<file path="src/rtl/decode_idex_stage.sv">
// decode_idex_stage: register file with write-through bypass, ID/EX register and load-use bubble insertion
module decode_idex_stage #(
    parameter int XLEN   = 32,
    parameter int NREG   = 32,
    parameter int REG_AW = 5,
    parameter int CTRL_W = 16
) (
    input  logic              clk_i,
    input  logic              rst_i,
    input  logic [31:0]       INSTR_D_i,
    input  logic              VALID_D_i,
    input  logic [XLEN-1:0]   PC_D_i,
    input  logic [XLEN-1:0]   PCPLUS4_D_i,
    input  logic [XLEN-1:0]   IMM_D_i,
    input  logic [CTRL_W-1:0] CTRL_D_i,
    input  logic              REGWRT_D_i,
    input  logic              MEMRD_D_i,
    input  logic              STALL_H_i,
    input  logic              FLUSH_H_i,
    input  logic              REG_WRT_W_i,
    input  logic [REG_AW-1:0] RESLT_ADDR_W_i,
    input  logic [XLEN-1:0]   RESLT_DATA_W_i,
    output logic              VALID_E_o,
    output logic              REGWRT_E_o,
    output logic              MEMRD_E_o,
    output logic [CTRL_W-1:0] CTRL_E_o,
    output logic [XLEN-1:0]   RD1_E_o,
    output logic [XLEN-1:0]   RD2_E_o,
    output logic [REG_AW-1:0] RS1_E_o,
    output logic [REG_AW-1:0] RS2_E_o,
    output logic [REG_AW-1:0] RD_E_o,
    output logic [XLEN-1:0]   PC_E_o,
    output logic [XLEN-1:0]   PCPLUS4_E_o,
    output logic [XLEN-1:0]   IMM_E_o,
    output logic [REG_AW-1:0] RS1_H_o,
    output logic [REG_AW-1:0] RS2_H_o,
    output logic              LOAD_USE_H_o
);
    logic [XLEN-1:0]   rf [NREG];
    logic [REG_AW-1:0] rd_d;
    logic [XLEN-1:0]   rd1_d, rd2_d;
    logic              wb_hit, bubble;

    assign RS1_H_o = INSTR_D_i[15 +: REG_AW];
    assign RS2_H_o = INSTR_D_i[20 +: REG_AW];
    assign rd_d    = INSTR_D_i[7 +: REG_AW];
    assign wb_hit  = REG_WRT_W_i && (RESLT_ADDR_W_i != '0);

    function automatic logic [XLEN-1:0] rf_read(input logic [REG_AW-1:0] a);
        if (a == '0 || int'(a) >= NREG) return '0;
        if (wb_hit && a == RESLT_ADDR_W_i) return RESLT_DATA_W_i;
        return rf[a];
    endfunction

    assign rd1_d = rf_read(RS1_H_o);
    assign rd2_d = rf_read(RS2_H_o);

    assign LOAD_USE_H_o = VALID_E_o && MEMRD_E_o && (RD_E_o != '0) && VALID_D_i &&
                          (RS1_H_o == RD_E_o || RS2_H_o == RD_E_o);
    // stall outranks load-use so a held load is not replaced by its own bubble
    assign bubble = FLUSH_H_i || (!STALL_H_i && (LOAD_USE_H_o || !VALID_D_i));

    always_ff @(posedge clk_i) begin
        if (rst_i) begin
            for (int i = 0; i < NREG; i++) rf[i] <= '0;
        end else if (wb_hit && int'(RESLT_ADDR_W_i) < NREG) begin
            rf[RESLT_ADDR_W_i] <= RESLT_DATA_W_i;
        end
    end

    always_ff @(posedge clk_i) begin
        if (rst_i || bubble) begin
            VALID_E_o   <= 1'b0;
            REGWRT_E_o  <= 1'b0;
            MEMRD_E_o   <= 1'b0;
            CTRL_E_o    <= '0;
            RD1_E_o     <= '0;
            RD2_E_o     <= '0;
            RS1_E_o     <= '0;
            RS2_E_o     <= '0;
            RD_E_o      <= '0;
            PC_E_o      <= '0;
            PCPLUS4_E_o <= '0;
            IMM_E_o     <= '0;
        end else if (STALL_H_i) begin
            if (VALID_E_o && wb_hit && RESLT_ADDR_W_i == RS1_E_o) RD1_E_o <= RESLT_DATA_W_i;
            if (VALID_E_o && wb_hit && RESLT_ADDR_W_i == RS2_E_o) RD2_E_o <= RESLT_DATA_W_i;
        end else begin
            VALID_E_o   <= 1'b1;
            REGWRT_E_o  <= REGWRT_D_i;
            MEMRD_E_o   <= MEMRD_D_i;
            CTRL_E_o    <= CTRL_D_i;
            RD1_E_o     <= rd1_d;
            RD2_E_o     <= rd2_d;
            RS1_E_o     <= RS1_H_o;
            RS2_E_o     <= RS2_H_o;
            RD_E_o      <= rd_d;
            PC_E_o      <= PC_D_i;
            PCPLUS4_E_o <= PCPLUS4_D_i;
            IMM_E_o     <= IMM_D_i;
        end
    end
endmodule

</file>
<file path="config.mk">
export PLATFORM = sky130hd
export DESIGN_NAME = decode_idex_stage
export DESIGN_NICKNAME = d
export VERILOG_FILES = /design/src/rtl/decode_idex_stage.sv
export SDC_FILE = /design/constraint.sdc
export NUM_CORES = 2
export LEC_CHECK = 0
export ABC_CLOCK_PERIOD_IN_PS = 6000
export BUFFER_PORTS_ARGS = -buffer_cell sky130_fd_sc_hd__buf_2
export CORE_ASPECT_RATIO = 2
export CORE_MARGIN = 2
export CORE_UTILIZATION = 26
export CTS_CLUSTER_SIZE = 8
export DETAILED_ROUTE_END_ITERATION = 8
export PLACE_DENSITY = 0.51
export SLEW_MARGIN = 20
export SYNTH_ARGS = -nofsm -noshare
export SYNTH_HDL_FRONTEND = slang
export SYNTH_SLANG_ARGS = --single-unit
</file>
<file path="constraint.sdc">
create_clock -name clk_i -period 6 [get_ports clk_i]
set_input_delay 0.6 -clock clk_i [delete_from_list [all_inputs] [get_ports clk_i]]
set_output_delay 0.6 -clock clk_i [all_outputs]
set_load 0.01 [all_outputs]
</file>
==> qor.yml <==
synthesis:
  syn_area_um2: 61900
  synthArstFlopShare_pct: 0
  synth_most_common_cell: "edfxtp_1"
  yosys_warnings: 0
  synth_edf_count: 1024
  synth_commonest_cells: "1024 x edfxtp_1, 995 x and2_1, 479 x mux4_2"
  yosys_most_used_dff: "edfxtp_1"
  synth_area_leader_cell: "edfxtp_1"
  yosys-top-cells-area: "edfxtp_1 50%, mux4_2 17%, and2_1 10%"
  ys_ff_latch: 1218
  netlist.area_leader.share_pct: 49.6
  yosysSeqAreaShare_pct: 55.9
  syn_area_per_cell_um2: 14.1
  synthCells: 4379
  synth_cell_types: 52
power_and_ir_drop:
  power_leakage_nw: 25.7
  power.density_nw_per_um2: 295
  vdd_drop_max_mv: 0.219
global_routing:
  grt_max_degree: 112
  grt_use_met1_pct: 20.9
  grt.total_usage_pct: 20.4
  grt_pass1_wl_um: 345000
  antenna_found_initial: 27
  top_usage_layer: "met2"
  grt.overflow.total: 0
  use_met2_pct: 37.5
  grtUsageMet3_pct: 3.68
  grt_pass1_vias: 44200
sta:
  max_freq_mhz: 327
  holdWs_ns: 0.0496
  drv_slew: 0
  tightest_slew_ns: 1.22
  fin_crit_sh_pct: 51.0
  finalSetupTns_ns: 0
  fin_ws_ns: 2.94
  fin_skew_ns: 0.0666
  rsz0062_at_grt: "false"
  finalWorstPathRequiredPeriod_ns: 3.06
  setup-violations-final: 0
  max-slew-margin-rel_pct: 18.5
  hold_viol_final: 0
hold_path:
  whs_path_depth: 3
  hp-class: "input pin to flip-flop"
  holdPathEnd: "RD_E_o[1]"
  hp-start: "INSTR_D_i[8]"
clock_tree:
  insertion_delay_ns: 0.83
  cts_made_buffers: 178
  htree_levels: 4
  cts-root-buf: "clkbuf_16"
  ctsResizeCount: 0
  cts.sinks: 1218
  cts_tree: "built"
  clockBufferDepth: 4
  clk_pin_slew_ns: 0.06
critical_path:
  critical_path_class: "input pin to flip-flop"
  cp_max_fo: 20
  cp_slowest_stage_delay_ns: 0.74
  crit_required_ns: 6.41
  arrival_ns: 3.47
  reg2reg_to: "PC_E_o[3]"
  rrSetupSlack_ns: 3.23
  cpMaxStageDelayCell: "or2_1"
  r2r_cells: 7
  cp-start-kind: "input pin"
  worstPathCellList: "buf_2 > or2_1 > o41a_4 > nand3_1 > nor2_2 > or2_2 > buf_4"
  r2r-start: "RD_E_o[4]"
  end_kind: "flip-flop"
cells_and_area:
  drive_gt1_share_pct: 26.3
  ff_latch_area_um2: 34600
  multi_input_area_um2: 25700
  instances_no_fill: 7854
  area_growth_pct: 17.6
  nets: 4872
  post-route-cell-area_um2: 72800
  fill_cells: 23400
job:
  cap_violations: 0
drt:
  routedWlPerCell_um: 32.2
  detail_route.first_pass.iterations: 5
  detail-route-antenna-nets: 0
  routed_wl_um: 253000
  drc: 0
  routed-via-count: 41800
  vias_per_cell: 5.32
  drt_iter0_markers: 3614
floorplanning:
  dieHeight_um: 694
  num_rows: 253
  die_w_um: 349
  dieArea_um2: 242000
  start_util_pct: 26.1
  core-area_um2: 237000
  io_pins: 394
placed_design:
  placed_area_um2: 67200
  dp_hpwl_um: 154000
  post-place-ws_ns: 2.15
  place_inst: 7491
  gp_routability_congestion: 0.836
  portBuffers: 376
outcome:
  status: "completed"
-- critical path: cells and delay by family --
family,cells,cell delay [ns]
AO/OA/AOI/OAI,1,0.35
AND/OR/NAND/NOR,4,1.72
buffers and inverters,2,0.72
-- cell families after synthesis --
family	after synthesis	synth area share, %
DFF	1218	55.9
AOI/OAI and AO/OA	475	5.34
muxes	700	21.0
buffers and inverters	476	3.37
xor gates and xnor gates	30	0.424
and+or+nand+nor	1479	13.9
other	1	0.00605
-- area by class of cell --
cell class	instances	area share, %
clock buffer	280	6.73
inverter	4	0.0206
tap	3060	5.26
sequential	1218	47.6
antenna	8	0.0275
clock inverter	3	0.0344
timing repair buffer	565	5.08
multi-input combinational	2716	35.3
-- metal layers --
metal	wire (um)	up-vias	part of all wire (%)
li1	-	17200	-
met1	83800	21600	33
met2	133000	2192	52
met3	17600	788	7.0
met4	19000	24	7.5
met5	141	-	0.056
-- flip-flops by register name (all words and copies together), names as in the netlist --
| register | count |
|---|---|
| MEMRD_E_o | 1 |
| RS2_E_o | 5 |
| PCPLUS4_E_o | 32 |
| RS1_E_o | 5 |
| RD2_E_o | 32 |
| RD1_E_o | 32 |
| RD_E_o | 5 |
| REGWRT_E_o | 1 |
| VALID_E_o | 1 |
| IMM_E_o | 32 |
| rf | 1024 |
| PC_E_o | 32 |
| CTRL_E_o | 16 |
-- layout by cell type (no fill, tap or decap), types with 24 or more instances in the layout --
cell / n
a21oi_1: 32
a22oi_1: 208
and2_1: 993
and3_1: 33
buf_2: 366
buf_4: 108
clkbuf_1: 99
clkbuf_16: 181
conb_1: 32
dfxtp_1: 194
dlygate4sd3_1: 72
edfxtp_1: 1024
mux2i_1: 207
mux4_2: 479
nand2_1: 73
nand2b_1: 43
nand3_1: 69
nor2_1: 135
nor2_4: 24
o21ai_0: 93
o31ai_1: 65
-- repair_timing --
action | CTS | global route
endpoints found under the hold margin | 72 | 0
setup buffers | 0 | 0
hold buffers | 72 | 0
-- per-stage QoR --
step / util, % / power (W)
finish: 30.7 / 0.0215
global route: 30.7 / 0.0220
CTS: 30.7 / 0.0216
detailed placement: 28.3 / 0.0123
global placement: 28.3 / 0.0122
floorplan: - / 0.0113
-- how the worst max path moves through the flow --
stage / start / end / slack (ns) / depth (start not counted)
6_report: RESLT_ADDR_W_i[0] / rf[1][0] / 2.94 / 7
5_1_grt: INSTR_D_i[19] / PC_E_o[3] / 2.86 / 9
4_1_cts: RESLT_ADDR_W_i[0] / rf[1][5] / 2.99 / 7
3_5_place_dp: RESLT_ADDR_W_i[0] / rf[1][9] / 2.15 / 7
3_3_place_gp: RESLT_ADDR_W_i[0] / rf[1][8] / 2.18 / 7
2_1_floorplan: RESLT_ADDR_W_i[0] / rf[1][0] / 3.39 / 7
-- where the power goes --
group | switching, W | internal [W]
Sequential | 0.000229 | 0.00961
Clock | 0.00380 | 0.00551
Combinational | 0.00140 | 0.000928
Total | 0.00543 | 0.0160
No activity file was read; power rests on OpenSTA's default activity.
